`config.mk`:
```
export PLATFORM = sky130hd
export DESIGN_NAME = pipe_hazard_ctrl_flat
export DESIGN_NICKNAME = d
export VERILOG_FILES = /design/src/rtl/pipe_hazard_ctrl_if.sv /design/src/rtl/pipe_hazard_ctrl.sv /design/src/flat_wrapper.sv
export SDC_FILE = /design/constraint.sdc
export NUM_CORES = 1
export LEC_CHECK = 0
export BUFFER_PORTS_ARGS = -buffer_cell sky130_fd_sc_hd__buf_2
export CORE_MARGIN = 2
export CORE_UTILIZATION = 50
export CTS_BUF_LIST = sky130_fd_sc_hd__clkbuf_8
export DETAILED_ROUTE_END_ITERATION = 10
export GPL_TIMING_DRIVEN = 0
export PLACE_DENSITY_LB_ADDON = 0.2
export SYNTH_ARGS = -nofsm -noshare
export SYNTH_HDL_FRONTEND = slang
export SYNTH_SLANG_ARGS = --single-unit
```
`constraint.sdc`:
```
create_clock -name clk -period 4.29 [get_ports clk]
set_input_delay 1.287 -clock clk [delete_from_list [all_inputs] [get_ports clk]]
set_output_delay 1.287 -clock clk [all_outputs]
set_load 0.01 [all_outputs]
```
`src/rtl/pipe_hazard_ctrl_if.sv`:
```
// Hazard/redirect bundle between the pipeline datapath and pipe_hazard_ctrl.
// master = datapath side, slave = controller side.
interface pipe_hazard_ctrl_if #(
    parameter int ADDR_W = 32
);
    logic              id_load_use;
    logic              ex_br_miss;
    logic [ADDR_W-1:0] ex_br_target;
    logic              ex_mdu_start;
    logic              mdu_done;
    logic              mem_excp;
    logic [ADDR_W-1:0] mem_excp_pc;
    logic              sb_empty;
    logic [3:0]        stall;
    logic [3:0]        flush;
    logic              redirect_valid;
    logic [ADDR_W-1:0] redirect_pc;
    logic              mdu_cancel;

    modport master (
        output id_load_use,
        output ex_br_miss,
        output ex_br_target,
        output ex_mdu_start,
        output mdu_done,
        output mem_excp,
        output mem_excp_pc,
        output sb_empty,
        input  stall,
        input  flush,
        input  redirect_valid,
        input  redirect_pc,
        input  mdu_cancel
    );

    modport slave (
        input  id_load_use,
        input  ex_br_miss,
        input  ex_br_target,
        input  ex_mdu_start,
        input  mdu_done,
        input  mem_excp,
        input  mem_excp_pc,
        input  sb_empty,
        output stall,
        output flush,
        output redirect_valid,
        output redirect_pc,
        output mdu_cancel
    );
endinterface

```
`src/rtl/pipe_hazard_ctrl.sv`:
```
// Central stall/flush controller for IF_ID..MEM_WB plus front-end redirect.
// Sequences exception drain, post-redirect flush hold and MDU stalls.
module pipe_hazard_ctrl #(
    parameter int ADDR_W     = 32,
    parameter int FLUSH_HOLD = 2
) (
    input  logic              clk,
    input  logic              rst,
    pipe_hazard_ctrl_if.slave hz
);

    typedef enum logic [1:0] {
        RUN,
        MDU_WAIT,
        EXCP_DRAIN,
        HOLD
    } state_t;

    localparam logic [2:0] HOLD_INIT = 3'(FLUSH_HOLD);

    state_t            state;
    state_t            state_nxt;
    logic [2:0]        cnt;
    logic [2:0]        cnt_nxt;
    logic [ADDR_W-1:0] excp_pc;
    logic [ADDR_W-1:0] excp_pc_nxt;
    logic [ADDR_W-1:0] rpc;
    logic [ADDR_W-1:0] rpc_nxt;
    logic              rv;
    logic              rv_nxt;
    logic              cancel;
    logic              cancel_nxt;
    logic [3:0]        stall;
    logic [3:0]        flush;

    always_ff @(posedge clk) begin
        if (rst) begin
            state   <= RUN;
            cnt     <= 3'd0;
            excp_pc <= '0;
            rpc     <= '0;
            rv      <= 1'b0;
            cancel  <= 1'b0;
        end else begin
            state   <= state_nxt;
            cnt     <= cnt_nxt;
            excp_pc <= excp_pc_nxt;
            rpc     <= rpc_nxt;
            rv      <= rv_nxt;
            cancel  <= cancel_nxt;
        end
    end

    always_comb begin
        state_nxt   = state;
        cnt_nxt     = cnt;
        excp_pc_nxt = excp_pc;
        rpc_nxt     = rpc;
        rv_nxt      = 1'b0;
        cancel_nxt  = 1'b0;
        stall       = 4'b0000;
        flush       = 4'b0000;

        unique case (state)
            RUN, HOLD: begin
                if (hz.mem_excp) begin
                    flush       = 4'b0111;
                    cancel_nxt  = hz.ex_mdu_start;
                    excp_pc_nxt = hz.mem_excp_pc;
                    state_nxt   = EXCP_DRAIN;
                end else if (state == HOLD) begin
                    flush   = 4'b0001;
                    cnt_nxt = (cnt == 3'd0) ? 3'd0 : cnt - 3'd1;
                    if (cnt <= 3'd1) begin
                        state_nxt = RUN;
                    end
                end else if (hz.ex_br_miss) begin
                    flush     = 4'b0011;
                    rv_nxt    = 1'b1;
                    rpc_nxt   = hz.ex_br_target;
                    cnt_nxt   = HOLD_INIT;
                    state_nxt = HOLD;
                end else if (hz.ex_mdu_start && !hz.mdu_done) begin
                    stall     = 4'b0011;
                    state_nxt = MDU_WAIT;
                end else if (hz.id_load_use) begin
                    stall = 4'b0001;
                    flush = 4'b0010;
                end
            end
            MDU_WAIT: begin
                if (hz.mem_excp) begin
                    flush       = 4'b0111;
                    cancel_nxt  = 1'b1;
                    excp_pc_nxt = hz.mem_excp_pc;
                    state_nxt   = EXCP_DRAIN;
                end else if (!hz.mdu_done) begin
                    stall = 4'b0011;
                end else begin
                    state_nxt = RUN;
                end
            end
            EXCP_DRAIN: begin
                // Younger stages stay dead until the redirect lands.
                flush = 4'b0111;
                if (!hz.sb_empty) begin
                    stall = 4'b0001;
                end else begin
                    rv_nxt    = 1'b1;
                    rpc_nxt   = excp_pc;
                    cnt_nxt   = HOLD_INIT;
                    state_nxt = HOLD;
                end
            end
            default: begin
                state_nxt = RUN;
            end
        endcase

        if (rst) begin
            stall = 4'b0000;
            flush = 4'b1111;
        end
    end

    assign hz.stall          = stall;
    assign hz.flush          = flush;
    assign hz.redirect_valid = rv;
    assign hz.redirect_pc    = rpc;
    assign hz.mdu_cancel     = cancel;

endmodule

```
`src/flat_wrapper.sv`:
```
// flat-port wrapper written by rule: the top's interface ports become plain ports
module pipe_hazard_ctrl_flat 
#(
    parameter int ADDR_W     = 32,
    parameter int FLUSH_HOLD = 2
)
  (clk, rst, hz_id_load_use, hz_ex_br_miss, hz_ex_br_target, hz_ex_mdu_start, hz_mdu_done, hz_mem_excp, hz_mem_excp_pc, hz_sb_empty, hz_stall, hz_flush, hz_redirect_valid, hz_redirect_pc, hz_mdu_cancel);
  pipe_hazard_ctrl_if #(.ADDR_W(ADDR_W)) hz_i ();
  input  logic clk;
  input  logic rst;
  input wire logic [$bits(hz_i.id_load_use)-1:0] hz_id_load_use;
  input wire logic [$bits(hz_i.ex_br_miss)-1:0] hz_ex_br_miss;
  input wire logic [$bits(hz_i.ex_br_target)-1:0] hz_ex_br_target;
  input wire logic [$bits(hz_i.ex_mdu_start)-1:0] hz_ex_mdu_start;
  input wire logic [$bits(hz_i.mdu_done)-1:0] hz_mdu_done;
  input wire logic [$bits(hz_i.mem_excp)-1:0] hz_mem_excp;
  input wire logic [$bits(hz_i.mem_excp_pc)-1:0] hz_mem_excp_pc;
  input wire logic [$bits(hz_i.sb_empty)-1:0] hz_sb_empty;
  output wire logic [$bits(hz_i.stall)-1:0] hz_stall;
  output wire logic [$bits(hz_i.flush)-1:0] hz_flush;
  output wire logic [$bits(hz_i.redirect_valid)-1:0] hz_redirect_valid;
  output wire logic [$bits(hz_i.redirect_pc)-1:0] hz_redirect_pc;
  output wire logic [$bits(hz_i.mdu_cancel)-1:0] hz_mdu_cancel;
  assign hz_i.id_load_use = hz_id_load_use;
  assign hz_i.ex_br_miss = hz_ex_br_miss;
  assign hz_i.ex_br_target = hz_ex_br_target;
  assign hz_i.ex_mdu_start = hz_ex_mdu_start;
  assign hz_i.mdu_done = hz_mdu_done;
  assign hz_i.mem_excp = hz_mem_excp;
  assign hz_i.mem_excp_pc = hz_mem_excp_pc;
  assign hz_i.sb_empty = hz_sb_empty;
  assign hz_stall = hz_i.stall;
  assign hz_flush = hz_i.flush;
  assign hz_redirect_valid = hz_i.redirect_valid;
  assign hz_redirect_pc = hz_i.redirect_pc;
  assign hz_mdu_cancel = hz_i.mdu_cancel;
  pipe_hazard_ctrl #(.ADDR_W(ADDR_W), .FLUSH_HOLD(FLUSH_HOLD)) u_core (.clk(clk), .rst(rst), .hz(hz_i));
endmodule
```
# Word level (Yosys, flattened, before mapping)
# Index checks and enable logic that the tools add are counted.
[classes]
n_addsub = 1
magnitude_cmp = 1
n_eq_ne = 11
n_mux = 46
reduce_logical = 11
[ops]
columns = ["op", "count"]
rows = [
  ["2-to-1 mux 32 bit", 4],
  ["one-hot mux 32 bit (2 select lines)", 1],
  ["2-to-1 mux 4 bit", 11],
  ["one-hot mux 4 bit (3 select lines)", 2],
  ["2-to-1 mux 2 bit", 10],
  ["2-to-1 mux 3 bit", 6],
  ["2-to-1 mux 1 bit", 8],
  ["inequality test 2 bit (second input constant)", 4],
  ["AND reduction 4 bit", 2],
  ["one-hot mux 2 bit (3 select lines)", 1],
  ["one-hot mux 3 bit (2 select lines)", 1],
  ["inequality test 5 x 3 -> 1 bit (second input constant)", 1],
  ["AND reduction 5 bit", 1],
  ["== test 2 bit (second input constant)", 2],
  ["inequality test 4 bit (second input constant)", 1],
  ["one-hot mux 1 bit (2 select lines)", 2],
  ["<= comparator 3 x 1 -> 1 bit (second input constant)", 1],
  ["logical NOT 3 bit", 1],
  ["inequality test 3 x 2 -> 1 bit (second input constant)", 1],
  ["inequality test 3 bit (second input constant)", 1],
  ["OR reduction 3 bit", 1],
  ["subtractor 3 x 1 -> 3 bit (second input constant)", 1],
  ["== test 2 x 1 -> 1 bit (second input constant)", 1],
  ["logical NOT 2 bit", 1],
  ["5 further kinds", 5],
]
[word_totals]
regBits = 71
inputBits = 72
output_inout_bits = 42
wordCells = 76

# Longest topological paths before layout
# Gate-level depths: netlist of the first run.
[logic_depth]
ltp_word = 8
depth_mapped = 8
depth_no_buf = 6

# Least setup slack after synthesis of the first run
# Ideal clock, no wire load.
[synth_timing]
kind = "input to output"
startpoint = "in hz_mem_excp"
endpoint = "out hz_stall[0]"
arrival_time_ps = 2148
required_ps = 3003
slack_ps = 855
stages = 5
n_path_buf = 1
cell_sequence = "clkbuf_1 -> nand2b_1 -> o21ai_0 -> nand2_1 -> a21oi_1"
[synth_between]
elab_chain_cells = 3
elab_cells_between_ends = 4
cone_classes = "mux: 4"
[synth_rtl]
columns = ["item", "line_no", "text"]
rows = [
  ["start, declared", "flat_wrapper.sv:16", "input wire logic [$bits(hz_i.mem_excp)-1:0] hz_mem_excp;"],
  ["2-to-1 mux 4 bit (on tied branches)", "pipe_hazard_ctrl.sv:92, pipe_hazard_ctrl.sv:66", ""],
  ["one-hot mux 4 bit (3 select lines) *", "pipe_hazard_ctrl.sv:64", "unique case (state)"],
  ["2-to-1 mux 4 bit *", "pipe_hazard_ctrl.sv:120", "if (rst) begin"],
  ["end, declared", "flat_wrapper.sv:19", "output wire logic [$bits(hz_i.stall)-1:0] hz_stall;"],
]
# Mark *: on every way between the ends. The rest lies on a longest branch, timed or not.

# Final worst setup path of the first run
[layout_timing]
startpoint = "in rst"
endpoint = "out hz_flush[1]"
[layout_between]
elab_chain_cells = 1
[layout_rtl]
columns = ["item", "line_no", "text"]
rows = [
  ["start, declared", "flat_wrapper.sv:10", "input logic rst;"],
  ["2-to-1 mux 4 bit", "pipe_hazard_ctrl.sv:120", ""],
  ["end, declared", "flat_wrapper.sv:20", "output wire logic [$bits(hz_i.flush)-1:0] hz_flush;"],
]
# Every way passes these cells.

==> impl_metrics.yaml, run 1 <==
yosys:
  yosys_warnings: 0
  async_flop_share_pct: 0
  synthCells: 368
  syn_avg_cell_area_um2: 8.92
  synth_edf_count: 0
  netlist_area_mm2: 0.00328
  yosys.cell_types.count: 32
  yosysSeqAreaShare_pct: 43.3
  ys_ff_latch: 71
  ys.flop_type: "dfxtp_1"
worst_setup_path:
  worstSetupPathType: "primary input to output port"
  cp.arrival_ns: 2.64
  cp-start-kind: "primary input"
  cp_slowest_stage_delay_ns: 0.52
  reg2reg_from: "u_core.state[0]"
  end_kind: "output port"
  cp_cell_sequence: "buf_2 > clkbuf_1 > buf_1 > o21bai_1 > buf_2"
  cp_max_fo: 10
  path_common_cell: "buf_2"
  cp-startpoint: "rst"
  crit_slowest_cell: "buf_1"
  r2r_setup_slack_ns: 2.07
  required_ns: 3.00
clock_network:
  clk_pin_slew_worst_paths_ns: 0.07
  cts_setup_buffers: 0
  clk_path_buf_depth: 2
  h-tree-depth: 3
  cts_sinks: 71
  clock_latency_ns: 0.35
  cts_hold_buf: 0
  cts_tree: "done"
  clockRootBuffer: "clkbuf_8"
  cts_resized: 0
  cts_made_buffers: 9
run_status:
  outcome: "completed"
global_routing:
  grt_max_degree: 12
  grt_antenna_before_repair: 0
  track_usage_pct: 23.0
  grt_pass1_wl_um: 13300
  grt_pass1_vias: 2831
  grt-ovfl-total: 0
route:
  drc_errors: 0
  vias: 2921
  wire_per_inst_um: 14.0
  drt_iter0_markers: 94
  routed_wl_um: 7990
  dr.pass1.iters: 4
  routed_via_density: 5.12
  drtAntennaViolNets: 0
final_layout:
  antenna_cells: 0
  drive_gt1_share_pct: 35.4
  n_fill_cell: 567
  design_area_mm2: 0.00412
  fin_nets: 569
  final_core_util_pct: 64.9
  syn2layout_area_growth_pct: 25.6
sta:
  max_freq_mhz: 255
  hold_viol: 0
  fin_crit_ns: 3.93
  max_slew_margin_pct: 49.7
  report.final.setup_viol: 0
  worst_pin_slew_ns: 0.754
  fin_crit_sh_pct: 91.6
  slew_viol_final: 0
  skew_ns: 0.00731
  setup_ws_ns: 0.361
  rsz0062_at_grt: "false"
  fin_setup_tns_ns: 0
worst_hold_path:
  worstHoldPathType: "flop to flop"
  hp-start: "u_core.excp_pc[10]"
die:
  die_w_um: 85.0
  coreArea_mm2: 0.00635
  fp-row-count: 29
  start_util_pct: 51.7
  die_h_um: 85.0
  die_area_mm2: 0.00723
  ios: 114
power_and_ir_drop:
  p_leak_nw: 1.78
  irDropWorstVdd_uv: 337
  finalPower_mw: 2.71
  power_density_mw_per_mm2: 657
place:
  dpl_worst_slack_ns: 0.297
  dp_hpwl_um: 5760
  dpl_cell_area_mm2: 0.00394
  port_buffers: 111
  routabilityCongestion: 0.814
job:
  cap_violations: 0
==> layout make-up <==
class	count	area, µm²	area share (%)
multi-input combinational	259	1660	40.3
sequential	71	1420	34.5
timing repair buffer	111	556	13.5
buffer	31	173	4.19
clock buffer	10	138	3.34
tap	77	96.3	2.34
clock inverter	4	47.5	1.15
inverter	8	30.0	0.728
==> per-stage QoR <==
step                hold slack [ns]  cells
floorplan                     0.436    369
finish                        0.459    571
global route                  0.480    571
CTS                           0.459    571
detailed placement            0.449    557
global placement              0.443    557
==> power breakdown <==
group          leakage (nW)  internal [mW]  switching (mW)
clock                0.0940          0.276           0.250
sequential            0.584          0.841          0.0914
combinational          1.11          0.528           0.722
total                  1.78           1.64            1.06
==> cells in the mapped netlist (3+ instances only) <==
| master | number | share of area [%] |
|---|---|---|
| dfxtp_1 | 71 | 43 |
| nand2_1 | 68 | 7.8 |
| a21oi_1 | 43 | 6.6 |
| nor2_1 | 37 | 4.2 |
| mux2i_1 | 32 | 9.8 |
| a211oi_2 | 28 | 11 |
| clkbuf_1 | 11 | 1.3 |
| buf_2 | 9 | 1.4 |
| inv_1 | 8 | 0.92 |
| nand2b_1 | 7 | 1.3 |
| a211oi_1 | 6 | 1.4 |
| buf_4 | 6 | 1.4 |
| ha_1 | 6 | 2.3 |
| nor3_1 | 5 | 0.76 |
| o21ai_0 | 5 | 0.76 |
| o21bai_1 | 4 | 0.92 |
| buf_6 | 3 | 1.0 |
| nor2b_1 | 3 | 0.57 |
==> placed cells by master (no fill, tap or decap), types with 4 or more instances in the layout <==
cell      netlist  routed
o21ai_0         5       5
buf_2           9     120
clkbuf_8        0      10
inv_1           8       8
a211oi_2       28      28
nand2b_1        7       7
a211oi_1        6       6
dfxtp_1        71      71
o21bai_1        4       4
nor2_1         37      37
mux2i_1        32      32
a21oi_1        43      43
ha_1            6       6
buf_4           6       6
nand2_1        68      68
clkbuf_1       11      11
nor3_1          5       5
==> sequential cells by signal (all words and copies together), names as in the netlist <==
register	flops
u_core.cnt	3
u_core.excp_pc	32
u_core.hz.mdu_cancel	1
u_core.hz.redirect_pc	32
u_core.hz.redirect_valid	1
u_core.state	2
==> logic make-up after synthesis <==
kind of cell | share of synthesized area (%)
other cells | 0.114
flops | 43.3
buf+inv | 6.18
compound gates | 21.6
fa+ha+maj | 2.29
mux | 10.1
simple gates | 16.4
==> worst paths after layout <==
| path | cells after the start | end |
|---|---|---|
| worst max-delay path | 5 | hz_flush[1] |
| worst max register to register | 6 | u_core.hz.redirect_pc[26] |
| worst min register to register | 2 | u_core.excp_pc[10] |
| worst min-delay path | 2 | u_core.excp_pc[10] |
==> worst max-delay path, delay by kind of cell <==
family	cells	cell delay [ns]
buffers and inverters	4	1.16
AOI/OAI and AO/OA	1	0.19
==> layer usage <==
metal,share of wire [%],GRT usage [%]
met5,0,0
met2,47,36.8
met3,7.3,7.78
met1,44,29.8
met4,1.3,6.35
Note: power is estimated with default switching activity, not from simulation.
==> inputs of run 2 (changes only) <==
--- a/config.mk
+++ b/config.mk
@@ -5,6 +5,7 @@
 export SDC_FILE = /design/constraint.sdc
 export NUM_CORES = 1
 export LEC_CHECK = 0
+export ABC_AREA = 1
 export BUFFER_PORTS_ARGS = -buffer_cell sky130_fd_sc_hd__buf_2
 export CORE_MARGIN = 2
 export CORE_UTILIZATION = 50
==> run 2 against run 1 <==
Effect of this change:
- wire length up 7.0%
- combinational power increased by 26%
- sequential cell count did not move
- die area increased by 1.1%
- register-to-register slack better by 0.04 ns
- fmax rose by 8.6%
- global-route usage is 0.74 points higher
- first-iteration DRC count rose by 82%
- count of clock-buffer cells in the layout is 1 lower
==> impl_metrics.yaml, run 2 <==
run_status:
  outcome: "completed"
clock_network:
  clk_path_buf_depth: 2
  h-tree-depth: 3
  clock_latency_ns: 0.35
  cts_tree: "done"
  clockRootBuffer: "clkbuf_8"
  cts_made_buffers: 9
  cts_sinks: 71
  cts_resized: 0
  cts_hold_buf: 0
  clk_pin_slew_worst_paths_ns: 0.08
  cts_setup_buffers: 0
worst_hold_path:
  worstHoldPathType: "flop to flop"
  hp-start: "u_core.hz.redirect_pc[13]"
route:
  vias: 3459
  drt_iter0_markers: 171
  drtAntennaViolNets: 0
  routed_via_density: 5.01
  routed_wl_um: 8550
  drc_errors: 0
  wire_per_inst_um: 12.4
  dr.pass1.iters: 5
yosys:
  synth_most_common_cell: "nor2_1"
  synth-simple-area-share_pct: 34.5
  ys_ff_latch: 71
  yosysSeqAreaShare_pct: 42.8
  synth-xor-area-share_pct: 0
  async_flop_share_pct: 0
  synth_compound_area_share_pct: 13.7
  synthAdderAreaFrac_pct: 2.26
  synth_top_cell_by_area: "dfxtp_1"
  synth_area_leaders: "dfxtp_1 43%, nor2_1 16%, nand2_1 10%"
  yosys_warnings: 0
  synth_top_area_share_pct: 42.8
  synth_edf_count: 0
  yosys-mux-area-fraction_pct: 0
  yosys.cell_types.count: 24
  synthCells: 486
  netlist_area_mm2: 0.00332
  syn_avg_cell_area_um2: 6.83
  synth_top_family_by_area: "simple AND/OR/NAND/NOR gates"
  synthTopCellsByCount: "145 x nor2_1, 92 x nand2_1, 71 x dfxtp_1, 39 x nand3_1, 34 x o21ai_0"
  ys.flop_type: "dfxtp_1"
global_routing:
  grt_pass1_wl_um: 13900
  grt_max_degree: 14
  grt-ovfl-total: 0
  grt_pass1_vias: 3126
  track_usage_pct: 23.7
  grt_antenna_before_repair: 0
sta:
  max_slew_margin_pct: 66.2
  fin_setup_tns_ns: 0
  hold_viol: 0
  skew_ns: 0.00651
  worst_pin_slew_ns: 0.507
  fin_crit_ns: 3.62
  fin_crit_sh_pct: 84.3
  report.final.setup_viol: 0
  rsz0062_at_grt: "false"
  max_freq_mhz: 276
  slew_viol_final: 0
die:
  die_w_um: 85.5
  fp-row-count: 29
  ios: 114
  die_h_um: 85.5
  die_area_mm2: 0.00731
  coreArea_mm2: 0.00639
  start_util_pct: 52.0
final_layout:
  syn2layout_area_growth_pct: 25.7
  fin_nets: 687
  antenna_cells: 0
  drive_gt1_share_pct: 23.1
  final_cells: 691
  layout_commonest_cell: "nor2_1"
  n_fill_cell: 633
  layout_common_cells: "145 x nor2_1, 116 x buf_2, 92 x nand2_1, 71 x dfxtp_1, 39 x nand3_1"
worst_setup_path:
  required_ns: 3.00
  crit_slowest_cell: "buf_1"
  cp.arrival_ns: 2.33
  cp-start-kind: "primary input"
  reg2reg_from: "u_core.state[0]"
  worstSetupPathType: "primary input to output port"
  cp-startpoint: "rst"
  r2r_setup_slack_ns: 2.11
  cp_cell_sequence: "buf_2 > inv_1 > buf_1 > nand3_1 > buf_2"
  path_common_cell: "buf_2"
  cp_slowest_stage_delay_ns: 0.43
  cp_max_fo: 10
  end_kind: "output port"
  crit_family: "buffers and inverters"
  cp_num_buf_inv: 4
power_and_ir_drop:
  power_density_mw_per_mm2: 748
  p_leak_nw: 2.09
  irDropWorstVdd_uv: 395
job:
  cap_violations: 0
place:
  port_buffers: 111
  dp_hpwl_um: 6420
  routabilityCongestion: 0.849
  dp_cells: 675
[run 2: cell types whose count changed after synthesis, sizes merged, moves of 24 or more]
cell,delta
mux2i,-32
a21boi,+32
a211oi,-34
nor2,+109
nand2,+24
a21oi,-37
nand3,+39
o21ai,+29
[run 2: final cells by class]
type                       instances  area [µm²]  area share (%)
buffer                            33         156            3.75
clock buffer                       9         124            2.97
clock inverter                     7        72.6            1.74
inverter                          17        63.8            1.53
multi-input combinational        366        1680            40.3
sequential                        71        1420            34.1
tap                               77        96.3            2.31
timing repair buffer             111         556            13.3
[run 2: path summary, 6_finish.rpt]
check,end,cells past startpoint
setup reg to reg,u_core.hz.redirect_pc[19],9
setup / recovery,hz_flush[2],5
hold reg to reg,u_core.hz.redirect_pc[13],2
hold / removal,u_core.hz.redirect_pc[13],2
[run 2: where the power goes]
group	internal, mW	total [mW]	switching (mW)
combinational	0.572	1.57	0.995
clock	0.269	0.534	0.265
sequential	0.899	1.02	0.119
total	1.74	3.12	1.38
[run 2: through the flow]
step           cell area [µm²]  setup WS, ns  utilization [%]  total power [mW]  hold slack [ns]
6_report                  4170         0.673             65.3              3.12            0.465
4_1_cts                   4170         0.670             65.3              3.13            0.471
5_1_grt                   4170         0.613             65.3              3.40            0.492
3_3_place_gp              3980         0.662             62.2              2.54            0.444
2_1_floorplan             3320          1.14                -              2.12            0.465
3_5_place_dp              3980         0.671             62.2              2.59            0.452
[run 2: worst reg2reg max path, delay by kind of cell (launching register included)]
kind	cells	cell delay, ns
buffers and inverters	3	0.55
and+or+nand+nor	5	0.71
adders and majority gates	1	0.39
DFF	1	0.41
[run 2: kinds of logic (layout without fill, tap and decap cells)]
kind of cell             Yosys count  after routing
flip-flops                        71             71
AND/OR/NAND/NOR                  284            284
adder cells (fa/ha/maj)            6              6
buffers and inverters             50            177
other                              1              2
AO/OA/AOI/OAI                     74             74
[run 2: routing by layer]
| layer | routed length [µm] | track usage (%) |
|---|---|---|
| met2 | 3930 | 38.4 |
| met5 | 0 | 0 |
| met1 | 3940 | 32.4 |
| met4 | 121 | 6.20 |
| met3 | 562 | 4.96 |
